`src/rtl/alu_pipe_stream_pkg.sv`:
```
// Shared ALU definitions for the streaming ALU pipeline: default widths and opcode encodings.
package alu_pipe_stream_pkg;

   localparam int ALU_WORD     = 16;
   localparam int ALU_OP_WIDTH = 3;

   typedef enum logic [ALU_OP_WIDTH-1:0] {
      OP_ADD = 3'd0,
      OP_SUB = 3'd1,
      OP_AND = 3'd2,
      OP_OR  = 3'd3,
      OP_XOR = 3'd4
   } alu_op_e;

endpackage

```
`src/rtl/alu_pipe_stream_alu.sv`:
```
// Combinational ALU: result, zero flag and carry/borrow flag from two operands and an opcode.
module alu
   import alu_pipe_stream_pkg::*;
#(
   parameter int WIDTH    = ALU_WORD,
   parameter int OP_WIDTH = ALU_OP_WIDTH
)(
   input  logic [WIDTH-1:0]    a_i,
   input  logic [WIDTH-1:0]    b_i,
   input  logic [OP_WIDTH-1:0] opcode_i,
   output logic [WIDTH-1:0]    result_o,
   output logic                zero_o,
   output logic                cf_o
);

   logic [WIDTH:0] sum_w;
   logic [WIDTH:0] diff_w;

   assign sum_w  = {1'b0, a_i} + {1'b0, b_i};
   assign diff_w = {1'b0, a_i} - {1'b0, b_i};

   // Unused encodings yield zero with no carry.
   always_comb begin
      result_o = '0;
      cf_o     = 1'b0;
      case (opcode_i)
         OP_ADD: {cf_o, result_o} = sum_w;
         OP_SUB: {cf_o, result_o} = diff_w;
         OP_AND: result_o = a_i & b_i;
         OP_OR:  result_o = a_i | b_i;
         OP_XOR: result_o = a_i ^ b_i;
         default: ;
      endcase
   end

   assign zero_o = (result_o == '0);

endmodule

```
`src/rtl/alu_pipe_stream_slice.sv`:
```
// One result stage of the ALU pipeline: holds result, flags and tag; advances on enable.
module alu_pipe_slice #(
   parameter int WIDTH = 16,
   parameter int TAG_W = 4
)(
   input  logic             clk_i,
   input  logic             rst_i,
   input  logic             en_i,
   input  logic             flush_i,
   input  logic             valid_i,
   input  logic [WIDTH-1:0] result_i,
   input  logic             zero_i,
   input  logic             cf_i,
   input  logic [TAG_W-1:0] tag_i,
   output logic             valid_o,
   output logic [WIDTH-1:0] result_o,
   output logic             zero_o,
   output logic             cf_o,
   output logic [TAG_W-1:0] tag_o
);

   // A bubble moving in leaves the old data in place; only the valid bit changes.
   always_ff @(posedge clk_i or posedge rst_i) begin
      if (rst_i) begin
         valid_o  <= 1'b0;
         result_o <= '0;
         zero_o   <= 1'b0;
         cf_o     <= 1'b0;
         tag_o    <= '0;
      end else if (flush_i) begin
         valid_o <= 1'b0;
      end else if (en_i) begin
         valid_o <= valid_i;
         if (valid_i) begin
            result_o <= result_i;
            zero_o   <= zero_i;
            cf_o     <= cf_i;
            tag_o    <= tag_i;
         end
      end
   end

endmodule

```
`src/rtl/alu_pipe_stream.sv`:
```
// Streaming ALU pipeline with valid/ready on both sides and STAGES result registers.
// Optional i_flush port enabled by defining ALU_PIPE_FLUSH_EN.
module alu_pipe_stream
   import alu_pipe_stream_pkg::*;
#(
   parameter int WIDTH    = ALU_WORD,
   parameter int OP_WIDTH = ALU_OP_WIDTH,
   parameter int STAGES   = 1,
   parameter int TAG_W    = 4
)(
   input  logic                i_clk,
   input  logic                i_rst,
   input  logic [WIDTH-1:0]    i_a,
   input  logic [WIDTH-1:0]    i_b,
   input  logic [OP_WIDTH-1:0] i_opcode,
   input  logic [TAG_W-1:0]    i_tag,
   input  logic                i_valid,
   output logic                o_ready,
   output logic [WIDTH-1:0]    o_result,
   output logic                o_zero,
   output logic                o_cf,
   output logic [TAG_W-1:0]    o_tag,
   output logic                o_valid,
   input  logic                i_ready
`ifdef ALU_PIPE_FLUSH_EN
   ,
   input  logic                i_flush
`endif
);

   if (STAGES < 1) begin : g_bad_stages
      $error("alu_pipe_stream: STAGES must be >= 1");
   end

   logic [STAGES:0]   v;
   logic [STAGES:0]   en;
   logic              flush;
   logic              full;

   logic              v0_q;
   logic [WIDTH-1:0]  a_q;
   logic [WIDTH-1:0]  b_q;
   logic [OP_WIDTH-1:0] op_q;
   logic [TAG_W-1:0]  tag_q;

   logic [WIDTH-1:0]  res_s  [0:STAGES];
   logic              zero_s [0:STAGES];
   logic              cf_s   [0:STAGES];
   logic [TAG_W-1:0]  tag_s  [0:STAGES];

`ifdef ALU_PIPE_FLUSH_EN
   assign flush = i_flush;
`else
   assign flush = 1'b0;
`endif

   // Flattened enable chain: slot k may advance when the consumer is ready or any slot k..STAGES is empty.
   always_comb begin
      en   = '0;
      full = 1'b1;
      for (int k = 0; k <= STAGES; k++) begin
         full = 1'b1;
         for (int j = k; j <= STAGES; j++) begin
            full = full & v[j];
         end
         en[k] = ~full | i_ready;
      end
   end

   assign o_ready = en[0] & ~flush;

   always_ff @(posedge i_clk or posedge i_rst) begin
      if (i_rst) begin
         v0_q  <= 1'b0;
         a_q   <= '0;
         b_q   <= '0;
         op_q  <= '0;
         tag_q <= '0;
      end else if (flush) begin
         v0_q <= 1'b0;
      end else if (en[0]) begin
         v0_q <= i_valid;
         if (i_valid) begin
            a_q   <= i_a;
            b_q   <= i_b;
            op_q  <= i_opcode;
            tag_q <= i_tag;
         end
      end
   end

   alu #(
      .WIDTH    (WIDTH),
      .OP_WIDTH (OP_WIDTH)
   ) u_alu (
      .a_i      (a_q),
      .b_i      (b_q),
      .opcode_i (op_q),
      .result_o (res_s[0]),
      .zero_o   (zero_s[0]),
      .cf_o     (cf_s[0])
   );

   assign v[0]     = v0_q;
   assign tag_s[0] = tag_q;

   for (genvar k = 1; k <= STAGES; k++) begin : g_stage
      alu_pipe_slice #(
         .WIDTH (WIDTH),
         .TAG_W (TAG_W)
      ) u_slice (
         .clk_i    (i_clk),
         .rst_i    (i_rst),
         .en_i     (en[k]),
         .flush_i  (flush),
         .valid_i  (v[k-1]),
         .result_i (res_s[k-1]),
         .zero_i   (zero_s[k-1]),
         .cf_i     (cf_s[k-1]),
         .tag_i    (tag_s[k-1]),
         .valid_o  (v[k]),
         .result_o (res_s[k]),
         .zero_o   (zero_s[k]),
         .cf_o     (cf_s[k]),
         .tag_o    (tag_s[k])
      );
   end

   assign o_valid  = v[STAGES];
   assign o_result = res_s[STAGES];
   assign o_zero   = zero_s[STAGES];
   assign o_cf     = cf_s[STAGES];
   assign o_tag    = tag_s[STAGES];

endmodule
```
`config.mk`:
```
export PLATFORM = sky130hd
export DESIGN_NAME = alu_pipe_stream
export DESIGN_NICKNAME = d
export VERILOG_FILES = /design/src/rtl/alu_pipe_stream_pkg.sv /design/src/rtl/alu_pipe_stream_alu.sv /design/src/rtl/alu_pipe_stream_slice.sv /design/src/rtl/alu_pipe_stream.sv
export SDC_FILE = /design/constraint.sdc
export NUM_CORES = 1
export LEC_CHECK = 0
export CORE_MARGIN = 8
export CORE_UTILIZATION = 40
export CTS_CLUSTER_DIAMETER = 40
export CTS_CLUSTER_SIZE = 10
export DETAILED_ROUTE_END_ITERATION = 12
export PLACE_DENSITY_LB_ADDON = 0.1
export REMOVE_ABC_BUFFERS = 1
export SYNTH_ARGS = -nofsm -noshare
export SYNTH_HDL_FRONTEND = slang
export SYNTH_SLANG_ARGS = --single-unit
export TNS_END_PERCENT = 1
```
`constraint.sdc`:
```
create_clock -name i_clk -period 3.76 [get_ports i_clk]
set_input_delay 0.752 -clock i_clk [delete_from_list [all_inputs] [get_ports i_clk]]
set_output_delay 0.752 -clock i_clk [all_outputs]
set_load 0.02 [all_outputs]
```
==> flow_summary.ini <==
[timing]
finClkSkew_ns = 0.00621
hold_viol_final = 0
period_needed_ns = 3.22
slew_headroom_pct = 30.9
tightestPinTransition_ns = 1.03
maxSlewViolCount = 0
rsz0062_at_grt = no
final-setup-viol-count = 0
hold-worst-slack_ns = 0.473
timing.final.crit_share_pct = 85.6
fmax_mhz = 311
fin_setup_tns_ns = 0
worst_slack_ns = 0.542

[global_routing]
grt_max_degree = 64
grt_first_pass_wirelength_um = 22600
antenna_found_initial = 0
track_usage_pct = 17.6
grt-ovfl-total = 0
grt_pass1_vias = 4258

[placement]
hpwl_um = 10300
gp_congestion = 0.929
pre_cts_slack_ns = 0.579
io_buffers = 66

[clocking]
ctsHoldBuffers = 0
cts_tree = yes
cts_setup_buffers = 0
clock_sinks = 63
clk_latency_ns = 0.34
cts.clk_slew.worst_paths_ns = 0.05
clockRootBuffer = clkbuf_16
cts_resized = 0
ctsHtreeMaxLevel = 3
cts_buffers = 9
cts.path.max_buffers = 2

[routing]
met2_length_um = 5600
wl_per_cell_um = 17.6
ant_nets = 0
dr.first_iter.drc_count = 429
drt_first_pass_iters = 6
vias = 4265
wl_met3_um = 1140
route.detailed.drc = 0
met1_length_um = 6490
vias_per_cell = 5.56
top_layer = met4
wl_um = 13500

[pwr]
ir_worst_vdd_v = 0.000294
powerDensity_nw_per_um2 = 552
leakage_uw = 0.00266
power.total_uw = 3350

[die]
die-width_um = 128
die_h_um = 128
dieArea_sq_um = 16400
pin_count = 67
start_util_pct = 40.4
core.rowCount = 41
fp.coreArea_sq_um = 12400

[synthesis]
synth.ff_latch_count = 63
ys_seq_area_share_pct = 31.5
yosys_warnings = 0
synth_edf_count = 0
syn-instance-count = 530
syn_area_sq_um = 5010
synthFlopType = dfrtp_1
ys_types = 75
avgSynthCellArea_sq_um = 9.46
async_flop_share_pct = 100

[worst_setup_path]
path_max_fanout = 11
start_kind = register
crit_end = g_stage[1].u_slice.zero_o
startpoint = a_q[6]
reg2reg_from = a_q[6]
r2r_slack_ns = 0.54
crit_arrival_ns = 3.47
r2r_end = g_stage[1].u_slice.zero_o
reg2regPathDepth = 11
required_ns = 4.01
crit_type = reg -> reg
endpoint_kind = register

[finish]
layout_common_cells = clkdlybuf4s50_1, dfrtp_1, mux2_2, ha_1, inv_1
utilization_pct = 49.0
antenna_cells = 0
syn2layout_area_growth_pct = 21.3
layout_commonest_cell = clkdlybuf4s50_1
layout-drive-gt1-share_pct = 16.1
nets = 687

[flow_run]
max_cap_violations = 0

[hold_path]
hold_path_class = reg -> reg

[outcome]
status = finished, final reports clean
[sequential cells by signal (all words and copies together) (netlist names)]
register                  flops
g_stage.u_slice.valid_o       1
v0_q                          1
op_q                          3
b_q                          16
g_stage.u_slice.result_o     16
a_q                          16
g_stage.u_slice.tag_o         4
g_stage.u_slice.cf_o          1
g_stage.u_slice.zero_o        1
tag_q                         4
[synth_stat cells, types with 2 or more instances]
cell type | instances | area [sq um]
a22oi_1 | 8 | 60.1
o21ai_1 | 5 | 25.0
buf_2 | 5 | 25.0
nand4_1 | 3 | 18.8
clkinv_1 | 2 | 7.51
o31a_1 | 4 | 35.0
fa_1 | 2 | 40.0
o21ai_0 | 22 | 110
a21oi_1 | 30 | 150
o31ai_1 | 6 | 45.0
a221oi_1 | 4 | 35.0
mux2_2 | 53 | 597
xnor2_1 | 4 | 35.0
nand3_1 | 13 | 65.1
o32a_1 | 3 | 30.0
a211oi_1 | 7 | 52.6
a221o_1 | 2 | 20.0
buf_4 | 3 | 22.5
nand2_1 | 36 | 135
buf_6 | 9 | 101
inv_1 | 48 | 180
o22ai_1 | 5 | 31.3
nor4_1 | 4 | 25.0
clkbuf_1 | 12 | 45.0
dfrtp_1 | 63 | 1580
nor2b_1 | 7 | 43.8
nand2b_1 | 4 | 25.0
ha_1 | 50 | 626
o21a_1 | 4 | 30.0
o22a_1 | 4 | 35.0
nor2_1 | 27 | 101
o211ai_1 | 7 | 52.6
or2_2 | 3 | 18.8
or3_1 | 2 | 12.5
a31oi_1 | 6 | 37.5
nor4bb_1 | 2 | 20.0
and3_1 | 4 | 25.0
nor3_1 | 10 | 50.1
a21o_1 | 5 | 37.5
a211o_1 | 5 | 43.8
o311ai_0 | 3 | 26.3
[report_power, final]
group          internal (uW)  leakage (uW)  total [uW]  switching [uW]
Sequential               830      0.000750         942             113
Clock                    472      0.000132         750             278
Combinational            727       0.00178        1660             934
Total                   2030       0.00266        3350            1320
[stage by stage]
| stage | cells | area [sq um] |
|---|---|---|
| 2_1_floorplan | 501 | 4820 |
| 3_3_place_gp | 753 | 5810 |
| 3_5_place_dp | 753 | 5810 |
| 4_1_cts | 767 | 6080 |
| 5_1_grt | 767 | 6080 |
| 6_report | 767 | 6080 |
[cell families (layout without fill, tap and decap cells)]
kind of cell / Yosys count / in the layout / synth area share, %
adders and majority gates: 52 / 52 / 13.3
AOI/OAI and AO/OA: 154 / 154 / 22.4
xor gates and xnor gates: 4 / 4 / 0.699
buffers and inverters: 80 / 145 / 7.74
muxes: 54 / 54 / 12.4
and+or+nand+nor: 123 / 123 / 12.0
DFF: 63 / 63 / 31.5
[layer usage]
metal	GRT usage, %	vias to the layer above
li1	-	2049
met1	23.7	2036
met2	25.4	156
met3	5.32	24
met4	7.41	0
met5	0	-
[critical path, cell delays in order, from the launching register on]
cell	delay, ns
dfrtp_1	0.39
inv_1	0.06
ha_1	0.54
inv_1	0.13
a21oi_1	0.38
o22ai_1	0.12
a311o_1	0.37
a41o_1	0.28
a221oi_1	0.30
o32a_1	0.25
nand4_1	0.12
o31ai_2	0.19
[area by class of cell]
class | count | area, sq um
Inverter | 51 | 194
Multi-Input combinational cell | 387 | 3050
Tap cell | 172 | 215
Clock buffer | 13 | 260
Fill cell | 1214 | 6330
Sequential cell | 63 | 1580
Clock inverter | 1 | 5.00
Timing Repair Buffer | 80 | 778
[how the worst min path moves through the flow]
| stage | start | endpoint | slack, ns | cells past startpoint |
|---|---|---|---|---|
| CTS | g_stage[1].u_slice.result_o[4] | g_stage[1].u_slice.result_o[4] | 0.48 | 2 |
| global route | tag_q[3] | tag_q[3] | 0.52 | 1 |
| global placement | g_stage[1].u_slice.result_o[12] | g_stage[1].u_slice.result_o[12] | 0.47 | 2 |
| finish | g_stage[1].u_slice.result_o[4] | g_stage[1].u_slice.result_o[4] | 0.47 | 2 |
| floorplan | tag_q[0] | g_stage[1].u_slice.tag_o[0] | 0.48 | 1 |
| detailed placement | g_stage[1].u_slice.result_o[4] | g_stage[1].u_slice.result_o[4] | 0.47 | 2 |
No activity file was read; power rests on OpenSTA's default activity.
